## config.mk

```make
export PLATFORM = sky130hd
export DESIGN_NAME = branch_flow_controller
export DESIGN_NICKNAME = d
export VERILOG_FILES = /design/src/rtl/branch_flow_pkg.sv /design/src/rtl/branch_flow_controller_bht.sv /design/src/rtl/branch_flow_controller.sv
export SDC_FILE = /design/constraint.sdc
export NUM_CORES = 1
export LEC_CHECK = 0
export ABC_AREA = 1
export BUFFER_PORTS_ARGS = -buffer_cell sky130_fd_sc_hd__buf_2
export CELL_PAD_IN_SITES_DETAIL_PLACEMENT = 0
export CELL_PAD_IN_SITES_GLOBAL_PLACEMENT = 1
export CORE_AREA = 2 2 144 174
export CTS_CLUSTER_SIZE = 30
export DETAILED_ROUTE_END_ITERATION = 7
export DIE_AREA = 0 0 146 176
export PLACE_DENSITY_LB_ADDON = 0.1
export SLEW_MARGIN = 20
export SYNTH_ARGS = -nofsm -noshare
export SYNTH_HDL_FRONTEND = slang
export SYNTH_HIERARCHICAL = 1
export SYNTH_SLANG_ARGS = --single-unit
```

## constraint.sdc

```tcl
create_clock -name clk -period 3.3 [get_ports clk]
set_input_delay 0.66 -clock clk [delete_from_list [all_inputs] [get_ports clk]]
set_output_delay 0.66 -clock clk [all_outputs]
set_load 0.01 [all_outputs]
```

## src/rtl/branch_flow_pkg.sv

```systemverilog
// Shared constants and types for the branch flow controller.
package branch_flow_pkg;

    localparam logic [6:0] OP_BRANCH = 7'b1100011;
    localparam logic [6:0] OP_JAL    = 7'b1101111;
    localparam logic [6:0] OP_JALR   = 7'b1100111;

    typedef enum logic [1:0] {
        SNT = 2'b00,
        WNT = 2'b01,
        WT  = 2'b10,
        ST  = 2'b11
    } bht_cnt_t;

    function automatic bht_cnt_t bht_next(input bht_cnt_t cnt, input logic taken);
        bht_cnt_t nxt;
        nxt = cnt;
        if (taken) begin
            if (cnt != ST) nxt = bht_cnt_t'(cnt + 2'd1);
        end else begin
            if (cnt != SNT) nxt = bht_cnt_t'(cnt - 2'd1);
        end
        return nxt;
    endfunction

endpackage

```

## src/rtl/branch_flow_controller_bht.sv

```systemverilog
// Branch history table: 2-bit saturating counters, async read, sync update.
module branch_history_table
    import branch_flow_pkg::*;
#(
    parameter int unsigned ENTRIES = 16,
    parameter int unsigned IDX_W   = $clog2(ENTRIES)
) (
    input  logic             clk,
    input  logic             rst_n,
    input  logic [IDX_W-1:0] rd_idx,
    output bht_cnt_t         rd_cnt,
    input  logic             wr_en,
    input  logic [IDX_W-1:0] wr_idx,
    input  logic             wr_taken
);

    bht_cnt_t bht_q [ENTRIES];
    bht_cnt_t bht_d [ENTRIES];

    // Read sees the pre-update value when it hits the entry being written.
    assign rd_cnt = bht_q[rd_idx];

    always_comb begin
        bht_d = bht_q;
        if (wr_en) begin
            bht_d[wr_idx] = bht_next(bht_q[wr_idx], wr_taken);
        end
    end

    always_ff @(posedge clk) begin
        if (!rst_n) begin
            for (int unsigned i = 0; i < ENTRIES; i++) begin
                bht_q[i] <= WNT;
            end
        end else begin
            bht_q <= bht_d;
        end
    end

endmodule

```

## src/rtl/branch_flow_controller.sv

```systemverilog
// Pipeline control-flow sequencer: ID prediction, EX resolution, flush/stall, event counters.
module branch_flow_controller
    import branch_flow_pkg::*;
#(
    parameter int unsigned BHT_ENTRIES = 16,
    parameter int unsigned CNT_W       = 32
) (
    input  logic             clk,
    input  logic             rst_n,
    input  logic             id_valid,
    input  logic [31:0]      id_pc,
    input  logic             id_is_branch,
    input  logic             id_is_jal,
    input  logic [31:0]      id_target,
    input  logic [4:0]       id_rs1,
    input  logic [4:0]       id_rs2,
    input  logic             ex_valid,
    input  logic             ex_is_branch,
    input  logic             ex_is_jalr,
    input  logic             ex_taken,
    input  logic             ex_pred_taken,
    input  logic [31:0]      ex_pc,
    input  logic [31:0]      ex_target,
    input  logic             ex_mem_read,
    input  logic [4:0]       ex_rd,
    output logic             id_pred_taken,
    output logic             redirect,
    output logic [31:0]      redirect_pc,
    output logic             stall_fetch,
    output logic             flush_if_id,
    output logic             flush_id_ex,
    output logic [CNT_W-1:0] branch_count,
    output logic [CNT_W-1:0] mispredict_count
);

    localparam int unsigned IDX_W = $clog2(BHT_ENTRIES);

    bht_cnt_t    rd_cnt;
    logic        mis;
    logic        lu;
    logic        ex_resolve;
    logic [31:0] correct_pc;
    logic        unused_pc_bits;

    logic [CNT_W-1:0] branch_count_q, branch_count_d;
    logic [CNT_W-1:0] mispredict_count_q, mispredict_count_d;

    assign unused_pc_bits = ^{id_pc[31:IDX_W+2], id_pc[1:0]};

    branch_history_table #(
        .ENTRIES (BHT_ENTRIES),
        .IDX_W   (IDX_W)
    ) u_bht (
        .clk      (clk),
        .rst_n    (rst_n),
        .rd_idx   (id_pc[IDX_W+1:2]),
        .rd_cnt   (rd_cnt),
        .wr_en    (ex_valid & ex_is_branch),
        .wr_idx   (ex_pc[IDX_W+1:2]),
        .wr_taken (ex_taken)
    );

    assign id_pred_taken = id_valid &
                           (id_is_jal | (id_is_branch & ((rd_cnt == WT) | (rd_cnt == ST))));

    assign mis = ex_valid & ((ex_is_branch & (ex_taken != ex_pred_taken)) | ex_is_jalr);
    assign lu  = ex_valid & ex_mem_read & (ex_rd != 5'd0) & id_valid &
                 ((ex_rd == id_rs1) | (ex_rd == id_rs2));
    assign ex_resolve = ex_valid & (ex_is_branch | ex_is_jalr);
    assign correct_pc = (ex_taken | ex_is_jalr) ? ex_target : ex_pc + 32'd4;

    // Mispredict beats load-use beats ID redirect; a stalled ID redirect simply re-fires later.
    always_comb begin
        redirect    = 1'b0;
        redirect_pc = '0;
        stall_fetch = 1'b0;
        flush_if_id = 1'b0;
        flush_id_ex = 1'b0;
        if (rst_n) begin
            if (mis) begin
                redirect    = 1'b1;
                redirect_pc = correct_pc;
                flush_if_id = 1'b1;
                flush_id_ex = 1'b1;
            end else if (lu) begin
                stall_fetch = 1'b1;
                flush_id_ex = 1'b1;
            end else if (id_pred_taken) begin
                redirect    = 1'b1;
                redirect_pc = id_target;
                flush_if_id = 1'b1;
            end
        end
    end

    always_comb begin
        branch_count_d     = branch_count_q;
        mispredict_count_d = mispredict_count_q;
        if (ex_resolve && (branch_count_q != '1)) begin
            branch_count_d = branch_count_q + 1'b1;
        end
        if (mis && (mispredict_count_q != '1)) begin
            mispredict_count_d = mispredict_count_q + 1'b1;
        end
    end

    always_ff @(posedge clk) begin
        if (!rst_n) begin
            branch_count_q     <= '0;
            mispredict_count_q <= '0;
        end else begin
            branch_count_q     <= branch_count_d;
            mispredict_count_q <= mispredict_count_d;
        end
    end

    assign branch_count     = branch_count_q;
    assign mispredict_count = mispredict_count_q;

endmodule

```

==> impl_results.md, run 1 <==
- DRT Pass-1 Iters: 5
- Cells after Synth: 1450
- Clock-pin slew on the worst setup and hold paths: 0.07 ns
- Syn_nets: 1607
- Post-CTS Setup Inserts: 0
- Post-DRT Antenna Nets: 0
- Number of remaining DRC errors: 0
- # fillers: 2768
- CTS tree: yes
- PwrDens: 286.5 nW/um^2
- Tot Pwr: 0.002755 W
- Die Y: 176 um
- Hold Crit Class: register to register
- Final Hold Viols: 0
- Max Clock Skew: 0.008450 ns
- Status: finished clean
- H-tree depth: 3
- Worst reg2reg path startpoint: branch_count[0]$_SDFFE_PN0P_
- R2r endpoint: branch_count[8]$_SDFFE_PN0P_
- Rows: 62
- RSZ-0062 raised after global routing: false
- Initial core utilization: 33.26%
- Power share of the clock group: 38.2%
- Avg Inst Size Synth: 5.481 um^2
- PostCTS Resize Cnt: 0
- Final setup viols: 0
- Cells on Worst Hold Path: 2
- Root buf cell: clkbuf_16
- Final instance area: 9615 um^2
- Layout cell share with drive strength beyond 1: 18.15%
- Vias: 9293
- Placed Cells: 1962
- Worst-Margin Slew: 0.7411 ns
- FF-to-FF path depth: 9
- DP Wirelength: 22390 um
- Switch Pwr: 0.0008611 W
- Combinational share of power: 19.1%
- CP Class: input port to primary output
- Width of the die: 146 um
- Launch point of the worst hold path: u_bht/bht_q[16]$_SDFFE_PN1P_
- Reg2reg setup slack: 1.06 ns
- DRT Wirelength: 28720 um
- Routability cong.: 0.8897
- Final worst-path cycle share: 94.89%
- Ys Warns: 6
- Ports: 255
- Slew margin rel.: 50.59%
- Initial antenna violation count: 1
- Footprint of the multi-input gates: 5246 um^2
- Minimum clock period: 3.131 ns
- Total Routing Usage GR: 22.33%
- Grt total ovfl: 0
- Crit path arrival time: 2.47 ns
- Crit. End Element: primary output
- Sw Share: 31.25%
- Largest net degree at the start of global routing: 45
- First-pass GRT wire length: 46370 um
- Setup tns final: 0 ns
- Layout area overhead: 20.99%
- TritonCTS Buffers: 9
- Hold endpoint: u_bht/bht_q[16]$_SDFFE_PN1P_
- Worst path required time: 2.64 ns
- Nets: 1810
- Worst setup SP type: input port
- Vias in the first global route: 8918
- Min Hold Slack: 0.4710 ns
- Per-cell routed wire length: 14.51 um
- Num Clock Sinks: 96
- Internal power: 0.001894 W
- Crit-path max FO: 28
- Register area: 1922 um^2
- MaxCap Viol Count: 0
- Core Area: 23890 um^2
- Die ar.: 25700 um^2
- Clock Path Buffers: 2
- Port Buf Inserts: 226
- Fmax: 319.3 MHz
- Cts hold-fix bufs: 0
- Leak Pwr: 4.450 nW
- Cell Area, Synth: 7948 um^2
- Worst-Skew Late Latency: 0.37 ns
- Placed inst area: 9331 um^2
- Worst VDD drop: 0.3273 mV
- Layout Cells excl Fill: 1979
- Vias/cell: 4.696
- DR iter-0 viols: 516
- Slew Viols, Final: 0
- Sequential power share: 42.7%
==> stage by stage <==
step	util, %	setup WS (ns)
6_report	40.24	0.1686
5_1_grt	40.23	0.01062
4_1_cts	40.23	0.1700
3_5_place_dp	39.06	0.1740
3_3_place_gp	39.06	0.2156
2_1_floorplan	-	0.2577
==> worst max-delay path by stage <==
stage / start / slack, ns / end
2_1_floorplan: id_pc[2] / 0.26 / redirect
5_1_grt: id_pc[2] / 0.01 / redirect_pc[25]
3_5_place_dp: id_pc[2] / 0.17 / redirect
3_3_place_gp: ex_is_branch / 0.22 / redirect_pc[22]
4_1_cts: id_pc[2] / 0.17 / redirect
6_report: id_pc[2] / 0.17 / redirect
==> flip-flops by register name (all words and copies together), names as in the netlist <==
| name | flops |
|---|---|
| u_bht/bht_q | 32 |
| mispredict_count | 32 |
| branch_count | 32 |
==> cells in the final DEF, fill, tap and decap left out, types with 4 or more instances in the layout <==
master       n
xor2_1      26
nand3_1     78
o21bai_1     6
buf_2      226
nor2_1     232
buf_4       10
clkbuf_16    9
nor3_1       4
nand2_2      7
nand3b_1    15
or2_1        8
dfxtp_1     96
xnor2_1     12
o21ai_1      4
nand2_1    569
nand4_1     10
or2_2       10
nor2_2       7
inv_2        8
inv_1      127
nor2_4       4
o21ai_0     41
a21oi_1    115
==> critical path, cell delays in order <==
cell and delay, ns:
buf_2 0.24, nor2_1 0.08, a21oi_1 0.11, o21ai_0 0.08
o221ai_1 0.21, nand2_1 0.14, a21o_1 0.18, nand2_1 0.08
inv_1 0.06, nand2_1 0.06, nand2_1 0.08, nand2_2 0.10
buf_12 0.17, inv_1 0.06, buf_2 0.14
==> metal layers <==
metal	track usage [%]	wire, um
met5	0	16
met1	27.61	12740
met3	4.367	1432
met2	39.82	14060
met4	5.744	464
==> power groups by stage <==
stage,sequential (W),clock [W],combinational [W]
floorplan,0.00120,0,0.000315
global placement,0.00120,0,0.000532
detailed placement,0.00120,0,0.000533
CTS,0.00118,0.00109,0.000535
global route,0.00118,0.00114,0.000596
finish,0.00118,0.00105,0.000527
==> layout make-up <==
type,instances,area share [%]
inverters,137,5.374
multi-input cells,1171,54.56
clock buffers,11,2.524
repair buffers,238,12.96
flip-flops and latches,96,19.99
clock inverters,5,0.4034
diodes,1,0.02602
well taps,320,4.164
No activity file was read; power rests on OpenSTA's default activity.
==> run 2, diff against run 1 <==
--- a/config.mk
+++ b/config.mk
@@ -9,13 +9,12 @@
 export BUFFER_PORTS_ARGS = -buffer_cell sky130_fd_sc_hd__buf_2
 export CELL_PAD_IN_SITES_DETAIL_PLACEMENT = 0
 export CELL_PAD_IN_SITES_GLOBAL_PLACEMENT = 1
-export CORE_AREA = 2 2 144 174
+export CORE_AREA = 2 2 134 162
 export CTS_CLUSTER_SIZE = 30
 export DETAILED_ROUTE_END_ITERATION = 7
-export DIE_AREA = 0 0 146 176
+export DIE_AREA = 0 0 136 164
 export PLACE_DENSITY_LB_ADDON = 0.1
 export SLEW_MARGIN = 20
 export SYNTH_ARGS = -nofsm -noshare
 export SYNTH_HDL_FRONTEND = slang
-export SYNTH_HIERARCHICAL = 1
 export SYNTH_SLANG_ARGS = --single-unit
==> constraint.sdc (replaced) <==
create_clock -name clk -period 3.8 [get_ports clk]
set_input_delay 0.76 -clock clk [delete_from_list [all_inputs] [get_ports clk]]
set_output_delay 0.76 -clock clk [all_outputs]
set_load 0.01 [all_outputs]
==> run 2 against run 1 <==
Non-clock buffer count shrank 1. Largest cell class unchanged. Global-route usage up 1.3 points. Design area fell by 4.7%. Final cell count is 12% lower. Via count is 7.8% lower. Sequential cell count unchanged. Routed wire length fell by 6.5%.
==> impl_results.md, run 2 <==
- Final worst-path cycle share: 89.05%
- Worst reg2reg path startpoint: mispredict_count[0]$_SDFFE_PN0P_
- Critical Path, Cell by Cell: buf_2 > inv_2 > nand2_1 > nand3_1 > nand3_1 > nand3_1 > nand2_1 > nand2_1 > nand2_1 > nand3_1 > nand2_1 > nand2_2 > nor2_1 > buf_2
- Crit path max-delay family: simple AND/OR/NAND/NOR gates
- Rows: 58
- Root buf cell: clkbuf_16
- Commonest non-fill, non-tap cells in the layout: 328 x nand2_1, 226 x buf_2, 177 x nor2_1, 150 x inv_1, 96 x dfxtp_1
- Clock-pin slew on the worst setup and hold paths: 0.07 ns
- Port Buf Inserts: 226
- H-tree depth: 3
- Leak Pwr: 4.157 nW
- Post-CTS Setup Inserts: 0
- Number of remaining DRC errors: 0
- Worst setup SP type: input port
- Cts hold-fix bufs: 0
- Grt total ovfl: 0
- TritonCTS Buffers: 9
- DR iter-0 viols: 562
- Synth top area share: 25.38%
- Crit. End Element: primary output
- Most frequent cell after synthesis: nand2_1
- Vias: 8566
- Ys Warns: 0
- Synth area leader: dfxtp_1
- Setup tns final: 0 ns
- Vias in the first global route: 8011
- Fmax: 295.5 MHz
- Tot Pwr: 0.002425 W
- Slowest-stage cell, CP: nand2_2
- Yosys reg bits: 96
- Initial antenna violation count: 5
- Die Y: 164 um
- CTS tree: yes
- Clock Path Buffers: 2
- Layout area overhead: 20.96%
- PostCTS Resize Cnt: 0
- Most common flop cell mapped by yosys: dfxtp_1
- Crit-path max cell delay: 0.34 ns
- Min Hold Slack: 0.4639 ns
- Commonest non-fill, non-tap cell in the layout: nand2_1
- PwrDens: 264.7 nW/um^2
- Worst Setup SP: id_pc[2]
- Routability cong.: 0.8933
- Crit-path max FO: 28
- Worst-Margin Slew: 0.9550 ns
- Crit path arrival time: 2.62 ns
- DRT Wirelength: 26850 um
- Worst path required time: 3.04 ns
- MaxCap Viol Count: 0
- Die ar.: 22300 um^2
- Synth cell count leaders: 328 x nand2_1, 178 x nor2_1, 151 x inv_1
- Width of the die: 136 um
- Nets: 1629
- Ports: 255
- Main area contributors after synthesis: dfxtp_1 25%, nand2_1 16%, nor2_1 8.8%, inv_1 7.5%, a21oi_1 6.3%
- CP most frequent cell: nand2_1
- Vias/cell: 4.900
- Largest net degree at the start of global routing: 41
- Max Clock Skew: 0.01322 ns
- Initial core utilization: 36.49%
- Worst-Skew Late Latency: 0.35 ns
- Avg Inst Size Synth: 5.992 um^2
- Post-DRT Antenna Nets: 0
- Status: finished clean
- Slew Viols, Final: 0
- Final Hold Viols: 0
- Number of flops mapped to enable cells by yosys: 0
- Post-synthesis cell type count: 45
- DRT Pass-1 Iters: 5
- Cell Area, Synth: 7574 um^2
- Ys async rst share: 0%
- Total Routing Usage GR: 23.65%
- Hold Crit Class: register to register
- Num Clock Sinks: 96
- CP Class: input port to primary output
- Minimum clock period: 3.384 ns
- RSZ-0062 raised after global routing: false
- Cells after Synth: 1264
- Slew margin rel.: 36.26%
- Per-cell routed wire length: 15.36 um
- Core Area: 20750 um^2
- First-pass GRT wire length: 41610 um
- Final setup viols: 0
- DP Wirelength: 20950 um
- Seq/Total Area, Yosys: 25.38%
- Launch point of the worst hold path: u_bht.bht_q[8]$_SDFFE_PN1P_
- Worst path bufs/invs: 3
- Layout cell share with drive strength beyond 1: 21.91%
- Worst VDD drop: 0.1789 mV
- Syn_nets: 1424
## run 2: per-layer routing
metal / track usage, % / wire, um / vias to the layer above / share of wire, %
li1: - / - / 4476 / -
met1: 30.22 / 11930 / 3848 / 44
met2: 40.95 / 13060 / 206 / 49
met3: 4.074 / 1395 / 34 / 5.2
met4: 6.250 / 459 / 2 / 1.7
met5: 0 / 13 / - / 0.048
## run 2: final timing paths
| path | to | slack [ns] | cells after the start |
|---|---|---|---|
| setup / recovery | redirect_pc[17] | 0.42 | 14 |
| hold / removal | u_bht.bht_q[8]$_SDFFE_PN1P_ | 0.46 | 2 |
| setup reg to reg | mispredict_count[21]$_SDFFE_PN0P_ | 1.29 | 10 |
| hold reg to reg | u_bht.bht_q[8]$_SDFFE_PN1P_ | 0.46 | 2 |
## run 2: metrics by stage
step | std cells | utilization (%) | area [um^2] | worst slack [ns]
after floorplan | 1264 | - | 7574 | 0.8972
after global placement | 1728 | 42.66 | 8853 | 0.4383
after detailed placement | 1728 | 42.66 | 8853 | 0.3940
after CTS | 1744 | 44.09 | 9151 | 0.3867
after global routing | 1745 | 44.10 | 9154 | 0.1913
final | 1748 | 44.14 | 9161 | 0.4163
## run 2: power breakdown
part           switching (W)  internal [W]
logic               0.000300      0.000157
registers         0.00000830       0.00101
clock network       0.000415      0.000531
total               0.000723       0.00170
## run 2: cells by family (layout without fill, tap and decap cells)
logic type	Yosys count	in the layout	share of synthesized area, %
flip-flops	96	96	25.38
XOR/XNOR	52	52	6.014
buffers and inverters	200	410	11.45
AO/OA/AOI/OAI	225	225	16.83
other	0	4	0
adder cells (fa/ha/maj)	6	6	0.9912
AND/OR/NAND/NOR	685	685	39.34
## run 2: final cells by class
| type | instances | area, um^2 |
|---|---|---|
| Fill cell | 2409 | 11590 |
| Multi-Input combinational cell | 968 | 4787 |
| Sequential cell | 96 | 1922 |
| Timing Repair Buffer | 237 | 1214 |
| Inverter | 157 | 593.1 |
| Tap cell | 270 | 337.8 |
| Clock buffer | 12 | 246.5 |
| Clock inverter | 4 | 51.30 |
| Antenna cell | 4 | 10.01 |
## run 2: worst reg2reg max path, stage by stage (launching register included)
cell     delay (ns)
dfxtp_1        0.40
ha_1           0.19
nand2_1        0.09
nor2_1         0.15
nand2_1        0.11
nor2_1         0.24
nand2_1        0.09
nand2_1        0.40
inv_2          0.34
and3_1         0.28
nor3_1         0.13
